`src/rtl/bin_to_bcd_seq_pkg.sv`:
```
// bin_to_bcd_seq_pkg: shared FSM states and constants for the sequential binary-to-BCD converter
package bin_to_bcd_seq_pkg;
  typedef enum logic [1:0] {IDLE, ADJ, SHIFT, DONE} state_t;
  localparam int BCD_DIGITS = 4;
  localparam int BCD_W = BCD_DIGITS * 4;
  localparam int unsigned MAX_VALUE = 9999;
  localparam logic [3:0] ADJ_THRESHOLD = 4'd5;
  localparam logic [3:0] ADJ_ADD = 4'd3;
endpackage

```
`src/rtl/bin_to_bcd_seq_add3.sv`:
```
// add3_nibble: combinational BCD corrector, adds 3 when the nibble is 5 or more
//   i_nib  in  4  scratch nibble
//   o_nib  out 4  corrected nibble (max 12, never carries)
module add3_nibble
  import bin_to_bcd_seq_pkg::*;
(
  input  logic [3:0] i_nib,
  output logic [3:0] o_nib
);
  assign o_nib = (i_nib >= ADJ_THRESHOLD) ? i_nib + ADJ_ADD : i_nib;
endmodule

```
`src/rtl/bin_to_bcd_seq.sv`:
```
// bin_to_bcd_seq: sequential shift-and-add-3 binary-to-BCD converter with 9999 saturation
//   i_clk    in   1       system clock
//   i_rst    in   1       synchronous active-high reset
//   i_start  in   1       conversion request, sampled only in IDLE
//   i_din    in   DATA_W  unsigned value captured with an accepted start
//   o_busy   out  1       conversion in progress
//   o_done   out  1       one-cycle pulse when new digits are valid
//   o_ovf    out  1       last captured value exceeded 9999
//   o_uni/o_dec/o_cen/o_mil out 4 each  BCD digits, held between conversions
module bin_to_bcd_seq
  import bin_to_bcd_seq_pkg::*;
#(
  parameter int DATA_W = 14
) (
  input  logic              i_clk,
  input  logic              i_rst,
  input  logic              i_start,
  input  logic [DATA_W-1:0] i_din,
  output logic              o_busy,
  output logic              o_done,
  output logic              o_ovf,
  output logic [3:0]        o_uni,
  output logic [3:0]        o_dec,
  output logic [3:0]        o_cen,
  output logic [3:0]        o_mil
);
  localparam int CW = $clog2(DATA_W + 1);
  state_t            r_state, w_state_n;
  logic [DATA_W-1:0] r_bin, w_bin_n;
  logic [BCD_W-1:0]  r_bcd, w_bcd_n, w_adj;
  logic [BCD_W-1:0]  r_dig, w_dig_n;
  logic [CW-1:0]     r_cnt, w_cnt_n;
  logic              r_ovf_lat, w_ovf_lat_n;
  logic              r_busy, w_busy_n;
  logic              r_done, w_done_n;
  logic              r_ovf, w_ovf_n;
  for (genvar g = 0; g < BCD_DIGITS; g++) begin : g_adj
    add3_nibble u_add3 (.i_nib(r_bcd[4*g +: 4]), .o_nib(w_adj[4*g +: 4]));
  end
  always_comb begin
    w_state_n   = r_state;
    w_bin_n     = r_bin;
    w_bcd_n     = r_bcd;
    w_dig_n     = r_dig;
    w_cnt_n     = r_cnt;
    w_ovf_lat_n = r_ovf_lat;
    w_busy_n    = r_busy;
    w_ovf_n     = r_ovf;
    w_done_n    = 1'b0;
    case (r_state)
      IDLE: if (i_start) begin
        w_bin_n     = i_din;
        w_bcd_n     = '0;
        w_cnt_n     = '0;
        w_ovf_lat_n = 32'(i_din) > MAX_VALUE;
        w_busy_n    = 1'b1;
        w_state_n   = ADJ;
      end
      ADJ: begin
        w_bcd_n   = w_adj;
        w_state_n = SHIFT;
      end
      SHIFT: begin
        w_bcd_n   = {r_bcd[BCD_W-2:0], r_bin[DATA_W-1]};
        w_bin_n   = r_bin << 1;
        w_cnt_n   = r_cnt + CW'(1);
        w_state_n = (w_cnt_n == CW'(DATA_W)) ? DONE : ADJ;
      end
      DONE: begin
        // Scratch may hold a wrapped 5th digit for values above 9999; saturate instead
        w_dig_n   = r_ovf_lat ? {BCD_DIGITS{4'd9}} : r_bcd;
        w_ovf_n   = r_ovf_lat;
        w_done_n  = 1'b1;
        w_busy_n  = 1'b0;
        w_state_n = IDLE;
      end
      default: w_state_n = IDLE;
    endcase
  end
  always_ff @(posedge i_clk) begin
    if (i_rst) begin
      r_state   <= IDLE;
      r_bin     <= '0;
      r_bcd     <= '0;
      r_dig     <= '0;
      r_cnt     <= '0;
      r_ovf_lat <= 1'b0;
      r_busy    <= 1'b0;
      r_done    <= 1'b0;
      r_ovf     <= 1'b0;
    end else begin
      r_state   <= w_state_n;
      r_bin     <= w_bin_n;
      r_bcd     <= w_bcd_n;
      r_dig     <= w_dig_n;
      r_cnt     <= w_cnt_n;
      r_ovf_lat <= w_ovf_lat_n;
      r_busy    <= w_busy_n;
      r_done    <= w_done_n;
      r_ovf     <= w_ovf_n;
    end
  end
  assign o_busy = r_busy;
  assign o_done = r_done;
  assign o_ovf  = r_ovf;
  assign o_mil  = r_dig[15:12];
  assign o_cen  = r_dig[11:8];
  assign o_dec  = r_dig[7:4];
  assign o_uni  = r_dig[3:0];
endmodule

```
`config.mk`:
```
export PLATFORM = sky130hd
export DESIGN_NAME = bin_to_bcd_seq
export DESIGN_NICKNAME = d
export VERILOG_FILES = /design/src/rtl/bin_to_bcd_seq_pkg.sv /design/src/rtl/bin_to_bcd_seq_add3.sv /design/src/rtl/bin_to_bcd_seq.sv
export SDC_FILE = /design/constraint.sdc
export NUM_CORES = 1
export LEC_CHECK = 0
export CORE_ASPECT_RATIO = 1.4
export CORE_MARGIN = 2
export CORE_UTILIZATION = 60
export CTS_CLUSTER_SIZE = 28
export DETAILED_ROUTE_END_ITERATION = 10
export PLACE_DENSITY = 0.85
export SETUP_SLACK_MARGIN = 0.15
export SKIP_LAST_GASP = 1
export SLEW_MARGIN = 0
export SYNTH_ARGS = -nofsm -noshare
export SYNTH_HDL_FRONTEND = slang
export SYNTH_SLANG_ARGS = --single-unit
```
`constraint.sdc`:
```
create_clock -name i_clk -period 2.6 [get_ports i_clk]
set_input_delay 0.78 -clock i_clk [delete_from_list [all_inputs] [get_ports i_clk]]
set_output_delay 0.78 -clock i_clk [all_outputs]
set_load 0.01 [all_outputs]
```
After elaboration in Yosys (flattened, before gate mapping). Index checks and enable logic that the tools add are counted. Widths: inputs -> output; s select.

$add $sub $neg: 5. $lt $le $gt $ge: 5. Equal/unequal tests: 9. Multiplexer cells: 17. Reductions and logical operators: 11.

Operator list (number): $pmux 16 s3 (1); $mux 16 (2); $pmux 14 s2 (1); $mux 4 (5); $add 4x2->4 const B (4); $ge 4x3->1 const B (4); $gt 14x14->1 const B (1); $mux 14 (1); $reduce_and 3->1 (4); $ne 2x1->1 const B (4); $pmux 2 s4 (1); $pmux 4 s2 (1); $reduce_and 2->1 (3); $add 4x1->4 const B (1); $eq 2x2->1 const B (2); $eq 4x4->1 const B (1); $mux 2 (2); $reduce_bool 2->1 (2); $reduce_bool 3->1 (1); $eq 2x1->1 const B (1); $logic_not 2->1 (1); $mux 1 (2); $ne 2x2->1 const B (1); $pmux 1 s2 (1).

Bits in registers: 56. Input bits: 17. Output and inout port bits: 19. Word-level logic and storage cells: 59.

Logic depth before layout (Yosys ltp). Gate-level depths: netlist of the first run.

Depth after elaboration: 4. Depth in mapped cells: 8.

Cells and area by module. A second synthesis of the first run with hierarchy kept.

Cell total of the unflattened synthesis: 327. Area total of the unflattened synthesis: 2959.1 um^2.

By module, submodules not included: bin_to_bcd_seq (times used 1, cells each 263, area an instance 2553.7 um^2, sequential area each 1121.1 um^2); add3_nibble (times used 4, cells each 16, area an instance 101.3 um^2, sequential area each 0.0 um^2).

Least setup slack after synthesis of the first run. No wires, ideal clock.

Path kind: flip-flop to flip-flop. Start point: register r_state[1]. End point: register r_bin[4]. Library setup time: 0.080 ns. Data arrival time: 1.494 ns. Required time: 2.520 ns. Path slack: 1.026 ns. Stages on the path, launching flop included: 9. Buffers on the path: 2. Cells stage by stage: dfxtp_1 -> inv_1 -> ha_1 -> nor2b_4 -> buf_6 -> nor2_8 -> buf_6 -> nor2_1 -> a211oi_2.

Longest elaborated chain between the ends: 3. Elaborated cells between the ends (all ways): 6.

Ends and longest elaborated chain: start: declaration (line bin_to_bcd_seq.sv:28) `state_t r_state, w_state_n;`; start signal: assignment (line bin_to_bcd_seq.sv:92) `r_state <= w_state_n;`; $eq 2x2->1 or $logic_not 2->1 (tied branches) (line bin_to_bcd_seq.sv:50) `case (r_state)`; $reduce_bool 2->1 (no source line) or $ne 2x2->1 (tied branches); $reduce_and 2->1 (no source line); end signal: assignment (line bin_to_bcd_seq.sv:93) `r_bin <= w_bin_n;`; end: declaration (line bin_to_bcd_seq.sv:29) `logic [DATA_W-1:0] r_bin, w_bin_n;`.

Several ways; a longest one is shown, not always the timed one. A chain may end at the register's enable or synchronous reset.

Worst setup path in the final report of the first run.
Start point: input i_start. End point: register r_bcd[2].

Longest elaborated chain between the ends: 2.

Ends and longest elaborated chain: start: declaration (line bin_to_bcd_seq.sv:17) `input logic i_start,`; $ne 2x2->1 (no source line); $reduce_and 3->1 (no source line); end signal: assignment (line bin_to_bcd_seq.sv:94) `r_bcd <= w_bcd_n;`; end: declaration (line bin_to_bcd_seq.sv:30) `logic [BCD_W-1:0] r_bcd, w_bcd_n, w_adj;`.

No other way between the ends.

==> results of run 1 <==
power groups by stage:
stage	clock network, uW	logic [uW]	registers, uW
CTS	467	579	989
finish	456	576	989
detailed placement	0	576	1010
floorplan	0	461	997
global route	497	638	1000
global placement	0	557	1000
registers in the layout, indices dropped and copies added, names as in the netlist, 2 cells and up:
signal,cells
r_bcd,16
r_bin,14
r_cnt,4
r_dig,16
r_state,2
worst max-delay path, stage by stage:
cell	delay [ns]
clkdlybuf4s50_1	0.53
nand2b_1	0.23
nand2b_1	0.42
o21ai_0	0.18
a21oi_1	0.17
metal layers:
layer	vias up	share of wire, %
met5	-	0
met4	0	1.9
met3	9	3.7
met2	56	51
met1	1161	43
li1	1232	-
through the flow:
stage	total power, uW	util (%)	cell area (um^2)
detailed placement	1580	69.1	3320
global route	2140	70.8	3400
CTS	2040	70.8	3400
floorplan	1460	-	2950
finish	2020	70.8	3400
global placement	1560	69.1	3320
final timing paths:
path                to  slack, ns  depth (start not counted)
max           r_bcd[2]       0.54                          5
min           r_bin[0]       0.47                          2
max reg2reg  r_bin[10]       0.76                          6
min reg2reg   r_bin[0]       0.47                          2
cell families (layout without fill, tap and decap cells):
logic type / after synthesis / in the layout / synth area share [%]
DFF: 56 / 56 / 38.0
muxes: 15 / 15 / 5.12
and+or+nand+nor: 110 / 110 / 21.1
adders and majority gates: 15 / 15 / 6.35
xor gates and xnor gates: 7 / 7 / 2.08
buffers and inverters: 33 / 61 / 5.38
AOI/OAI and AO/OA: 97 / 97 / 22.0
cells in the final DEF (no fill, tap or decap), types with 4 or more instances in the layout:
| cell | instances |
|---|---|
| nand2b_1 | 16 |
| nor2_1 | 37 |
| a211oi_2 | 14 |
| nand4b_1 | 14 |
| a21oi_1 | 29 |
| o21ai_1 | 4 |
| o21ai_0 | 27 |
| ha_1 | 15 |
| a211oi_1 | 4 |
| inv_1 | 11 |
| dfxtp_1 | 56 |
| buf_4 | 7 |
| xor2_1 | 5 |
| clkdlybuf4s50_1 | 34 |
| clkbuf_8 | 5 |
| o22ai_1 | 5 |
| nand2_1 | 17 |
| nand3b_1 | 11 |
| nor2b_1 | 5 |
| mux2i_1 | 14 |
| o31ai_1 | 4 |
area by class of cell:
type | instances | share of cell area, %
clock buffers | 5 | 2.02
clock inverters | 2 | 0.368
inverters | 12 | 1.32
multi-input cells | 244 | 49.2
flip-flops and latches | 56 | 33.0
well taps | 64 | 2.36
repair buffers | 42 | 11.7
==> results.py, run 1 <==
metrics = {
    "yosys": {
        "ys_warn_count": 0,
        "ys_seq_area_share_pct": 38.0,
        "synth_top_area_share_pct": 38.0,
        "syn-num-nets": 365,
        "synth_cell_types": 39,
        "syn-cell-area_mm2": 0.00295,
        "syn_area_per_cell_um2": 8.87,
        "synthCells": 333,
        "ys_ff_latch": 56,
        "yosysTopAreaCell": "dfxtp_1",
        "synthTopCellsByArea": "dfxtp_1, ha_1, a211oi_2, a21oi_1, mux2i_1",
        "ys_async_sr_fraction_pct": 0,
        "synthTopCellsByCount": "dfxtp_1, nor2_1, a21oi_1",
        "synth-main-ff-cell": "dfxtp_1",
        "synth_edf_count": 0,
        "synth.most_common_cell": "dfxtp_1",
    },
    "clock_network": {
        "root_buffer": "clkbuf_8",
        "cts_buffers": 5,
        "insertion_delay_ns": 0.31,
        "cts_buffer_depth": 2,
        "cts_hold_buf": 0,
        "h-tree-depth": 2,
        "cts_sinks": 56,
        "cts_tree": "built",
        "cts.clk_slew.worst_paths_ns": 0.10,
        "cts_resized": 0,
        "cts_setup_buffers": 0,
    },
    "cells_and_area": {
        "regArea_mm2": 0.00112,
        "finalNonFillerCells": 425,
        "drive_gt1_share_pct": 9.42,
        "nets": 393,
        "fillerInstances": 410,
        "n_antenna_cell": 0,
        "area_growth_pct": 15.1,
        "multi_input_area_mm2": 0.00167,
    },
    "critical_path": {
        "arrival_ns": 2.31,
        "cp-end-kind": "flop",
        "crit_required_ns": 2.85,
        "start_kind": "input pin",
        "timing.rr.start": "r_state[1]",
        "crit_type": "input pin to flop",
        "startpoint": "i_start",
        "crit_fanout": 16,
    },
    "sta": {
        "drv_slew": 0,
        "min_period_over_period_pct": 79.2,
        "timing.fmax_mhz": 486,
        "final_hold_viol_count": 0,
        "grt_setup_unrepaired": "false",
        "slew_headroom_pct": 63.3,
        "finalSetupTns_ns": 0,
        "fin_ws_ns": 0.542,
        "tightest_slew_ns": 0.545,
        "fin_skew_ns": 0.0128,
        "min_period_ns": 2.06,
        "whs_ns": 0.472,
        "setup_violations": 0,
    },
    "floorplan": {
        "ios": 36,
        "chipHeight_um": 87.0,
        "rows": 30,
        "start_util_pct": 61.5,
        "die_w_um": 63.3,
        "dieArea_mm2": 0.00551,
        "coreArea_mm2": 0.00480,
    },
    "power_and_ir_drop": {
        "pwr_density_cell_mw_per_mm2": 595,
        "intPower_uw": 1350,
        "pwr-share-comb_pct": 28.5,
        "seqPwrFrac_pct": 48.9,
        "vdd_drop_max_mv": 0.423,
        "power.switching_uw": 673,
        "p_leak_uw": 0.00114,
        "power.switching_fraction_pct": 33.3,
        "clkPwrFrac_pct": 22.6,
    },
    "drt": {
        "vias_per_cell": 5.78,
        "via_count": 2458,
        "drc_errors": 0,
        "postRouteAntennaNets": 0,
        "drt_wl_total_mm": 6.02,
        "wire_per_inst_um": 14.2,
        "drt_pass1_iterations": 4,
        "drt_iter0_drc": 152,
    },
    "global_route": {
        "grt_use_met1_pct": 27.5,
        "grt-busiest-layer": "met2",
        "antenna_found_initial": 0,
        "grt_max_degree": 32,
        "use_met3_pct": 3.88,
        "grt_remaining_overflow": 0,
        "met2_usage_pct": 40.4,
        "grt_pass1_vias": 2220,
        "grt_pass1_wl_mm": 10.2,
        "grtUsageTotal_pct": 22.7,
    },
    "placed_design": {
        "place_ws_ns": 0.218,
        "gp_congestion": 0.781,
        "post-place-cells": 418,
        "dp_hpwl_mm": 4.39,
        "numPortBuffers": 35,
    },
    "job": {
        "cap_viol_max_count": 0,
    },
    "outcome": {
        "outcome": "finished clean",
    },
    "min_path": {
        "min_path_type": "flop to flop",
        "hp-start": "r_bin[0]",
    },
}
Note: power is estimated with default switching activity, not from simulation.
==> run 2, diff against run 1 <==
--- a/config.mk
+++ b/config.mk
@@ -7,10 +7,10 @@
 export LEC_CHECK = 0
 export CORE_ASPECT_RATIO = 1.4
 export CORE_MARGIN = 2
-export CORE_UTILIZATION = 60
+export CORE_UTILIZATION = 55
 export CTS_CLUSTER_SIZE = 28
 export DETAILED_ROUTE_END_ITERATION = 10
-export PLACE_DENSITY = 0.85
+export PLACE_DENSITY = 0.79
 export SETUP_SLACK_MARGIN = 0.15
 export SKIP_LAST_GASP = 1
 export SLEW_MARGIN = 0
==> constraint.sdc (replaced) <==
create_clock -name i_clk -period 2.1 [get_ports i_clk]
set_input_delay 0.63 -clock i_clk [delete_from_list [all_inputs] [get_ports i_clk]]
set_output_delay 0.63 -clock i_clk [all_outputs]
set_load 0.01 [all_outputs]
==> run 2 against run 1 <==
Compared with the run above: worst hold slack better by 0.0026 ns; highest routed layer unchanged; critical path type is now flop to primary output; clock power is 33% higher; non-clock buffer count is 5 higher; count of clock-buffer cells in the layout is 3 higher; register-to-register slack worse by 0.45 ns.
==> results.py, run 2 (synthesis gave the netlist of run 1 again) <==
metrics = {
    "clock_network": {
        "cts_buffer_depth": 2,
        "cts_resized": 0,
        "cts_buffers": 5,
        "h-tree-depth": 2,
        "cts_tree": "built",
        "cts_sinks": 56,
        "root_buffer": "clkbuf_8",
        "insertion_delay_ns": 0.31,
        "cts.clk_slew.worst_paths_ns": 0.09,
        "cts_hold_buf": 0,
        "cts_setup_buffers": 0,
    },
    "global_route": {
        "grt_pass1_wl_mm": 10.4,
        "antenna_found_initial": 0,
        "grt_pass1_vias": 2336,
        "grt_remaining_overflow": 0,
        "grtUsageTotal_pct": 21.6,
        "grt_max_degree": 35,
    },
    "critical_path": {
        "cp-end-kind": "primary output",
        "path_cells": "clkdlybuf4s50_1",
        "crit_fanout": 3,
        "critPathBufInv": 1,
        "slowest_delay_ns": 0.54,
        "start_kind": "flop",
        "arrival_ns": 1.21,
        "crit_required_ns": 1.47,
        "crit_type": "flop to primary output",
        "critPathTopFamily": "buffers and inverters",
        "crit_slowest_cell": "clkdlybuf4s50_1",
        "rrSetupSlack_ns": 0.31,
    },
    "placed_design": {
        "place_ws_ns": -0.00752,
        "gp_congestion": 0.815,
        "post-place-cells": 425,
        "numPortBuffers": 35,
        "dp_hpwl_mm": 4.35,
        "dpl_cell_area_mm2": 0.00338,
    },
    "power_and_ir_drop": {
        "pwr_density_cell_mw_per_mm2": 746,
        "p_leak_uw": 0.00117,
        "vdd_drop_max_mv": 0.592,
        "power.total_uw": 2590,
    },
    "sta": {
        "min_period_over_period_pct": 87.5,
        "min_period_ns": 1.84,
        "timing.fmax_mhz": 544,
        "grt_setup_unrepaired": "false",
        "tightest_slew_ns": 0.458,
        "setup_violations": 0,
        "fin_ws_ns": 0.262,
        "fin_skew_ns": 0.00192,
        "final_hold_viol_count": 0,
        "slew_headroom_pct": 69.5,
        "finalSetupTns_ns": 0,
        "drv_slew": 0,
    },
    "drt": {
        "wire_per_inst_um": 14.2,
        "via_count": 2519,
        "postRouteAntennaNets": 0,
        "drc_errors": 0,
        "vias_per_cell": 5.82,
        "drt_pass1_iterations": 4,
        "drt_iter0_drc": 114,
        "drt_wl_total_mm": 6.14,
    },
    "floorplan": {
        "rows": 31,
        "chipHeight_um": 90.7,
        "dieArea_mm2": 0.00598,
        "die_w_um": 65.9,
        "coreArea_mm2": 0.00520,
        "start_util_pct": 56.8,
        "ios": 36,
    },
    "outcome": {
        "outcome": "finished clean",
    },
    "cells_and_area": {
        "area_growth_pct": 17.6,
        "nets": 398,
        "fin_area_mm2": 0.00347,
        "drive_gt1_share_pct": 10.4,
        "layout_common_cells": "dfxtp_1, nor2_1, clkdlybuf4s50_1",
        "largest_registers": "r_bcd: 16 flops, r_dig: 16 flops, r_bin: 14 flops",
        "n_antenna_cell": 0,
        "finalNonFillerCells": 433,
        "final_common_cell": "dfxtp_1",
    },
    "job": {
        "cap_viol_max_count": 0,
    },
    "min_path": {
        "min_path_type": "flop to flop",
    },
}
-- run 2: layer usage --
metal | up-vias | wire, um | global-route usage [%]
li1 | 1244 | - | -
met1 | 1208 | 2670 | 25.8
met2 | 57 | 3150 | 37.6
met3 | 10 | 209 | 3.87
met4 | 0 | 116 | 8.16
met5 | - | 0 | 0
-- run 2: worst paths after layout --
path,start,endpoint,cells after the start
worst max-delay path,o_busy,o_busy,1
worst min-delay path,r_dig[2],r_dig[2],2
worst max register to register,r_state[1],r_bin[9],6
worst min register to register,r_dig[2],r_dig[2],2
-- run 2: cell type report --
class                           instances  area (um^2)
Clock buffer                            8         90.1
Sequential cell                        56         1120
Timing Repair Buffer                   47          460
Inverter                               12         45.0
Tap cell                               66         82.6
Multi-Input combinational cell        244         1670
Fill cell                             468         1720
-- run 2: per-stage QoR --
step	util (%)	hold WS [ns]
2_1_floorplan	-	0.432
3_3_place_gp	65.1	0.455
3_5_place_dp	65.1	0.459
4_1_cts	66.8	0.475
5_1_grt	66.8	0.490
6_report	66.8	0.474
-- run 2: power breakdown --
| group | total, uW | switching [uW] | internal, uW |
|---|---|---|---|
| Combinational | 759 | 436 | 323 |
| Sequential | 1230 | 70.8 | 1150 |
| Clock | 605 | 335 | 270 |
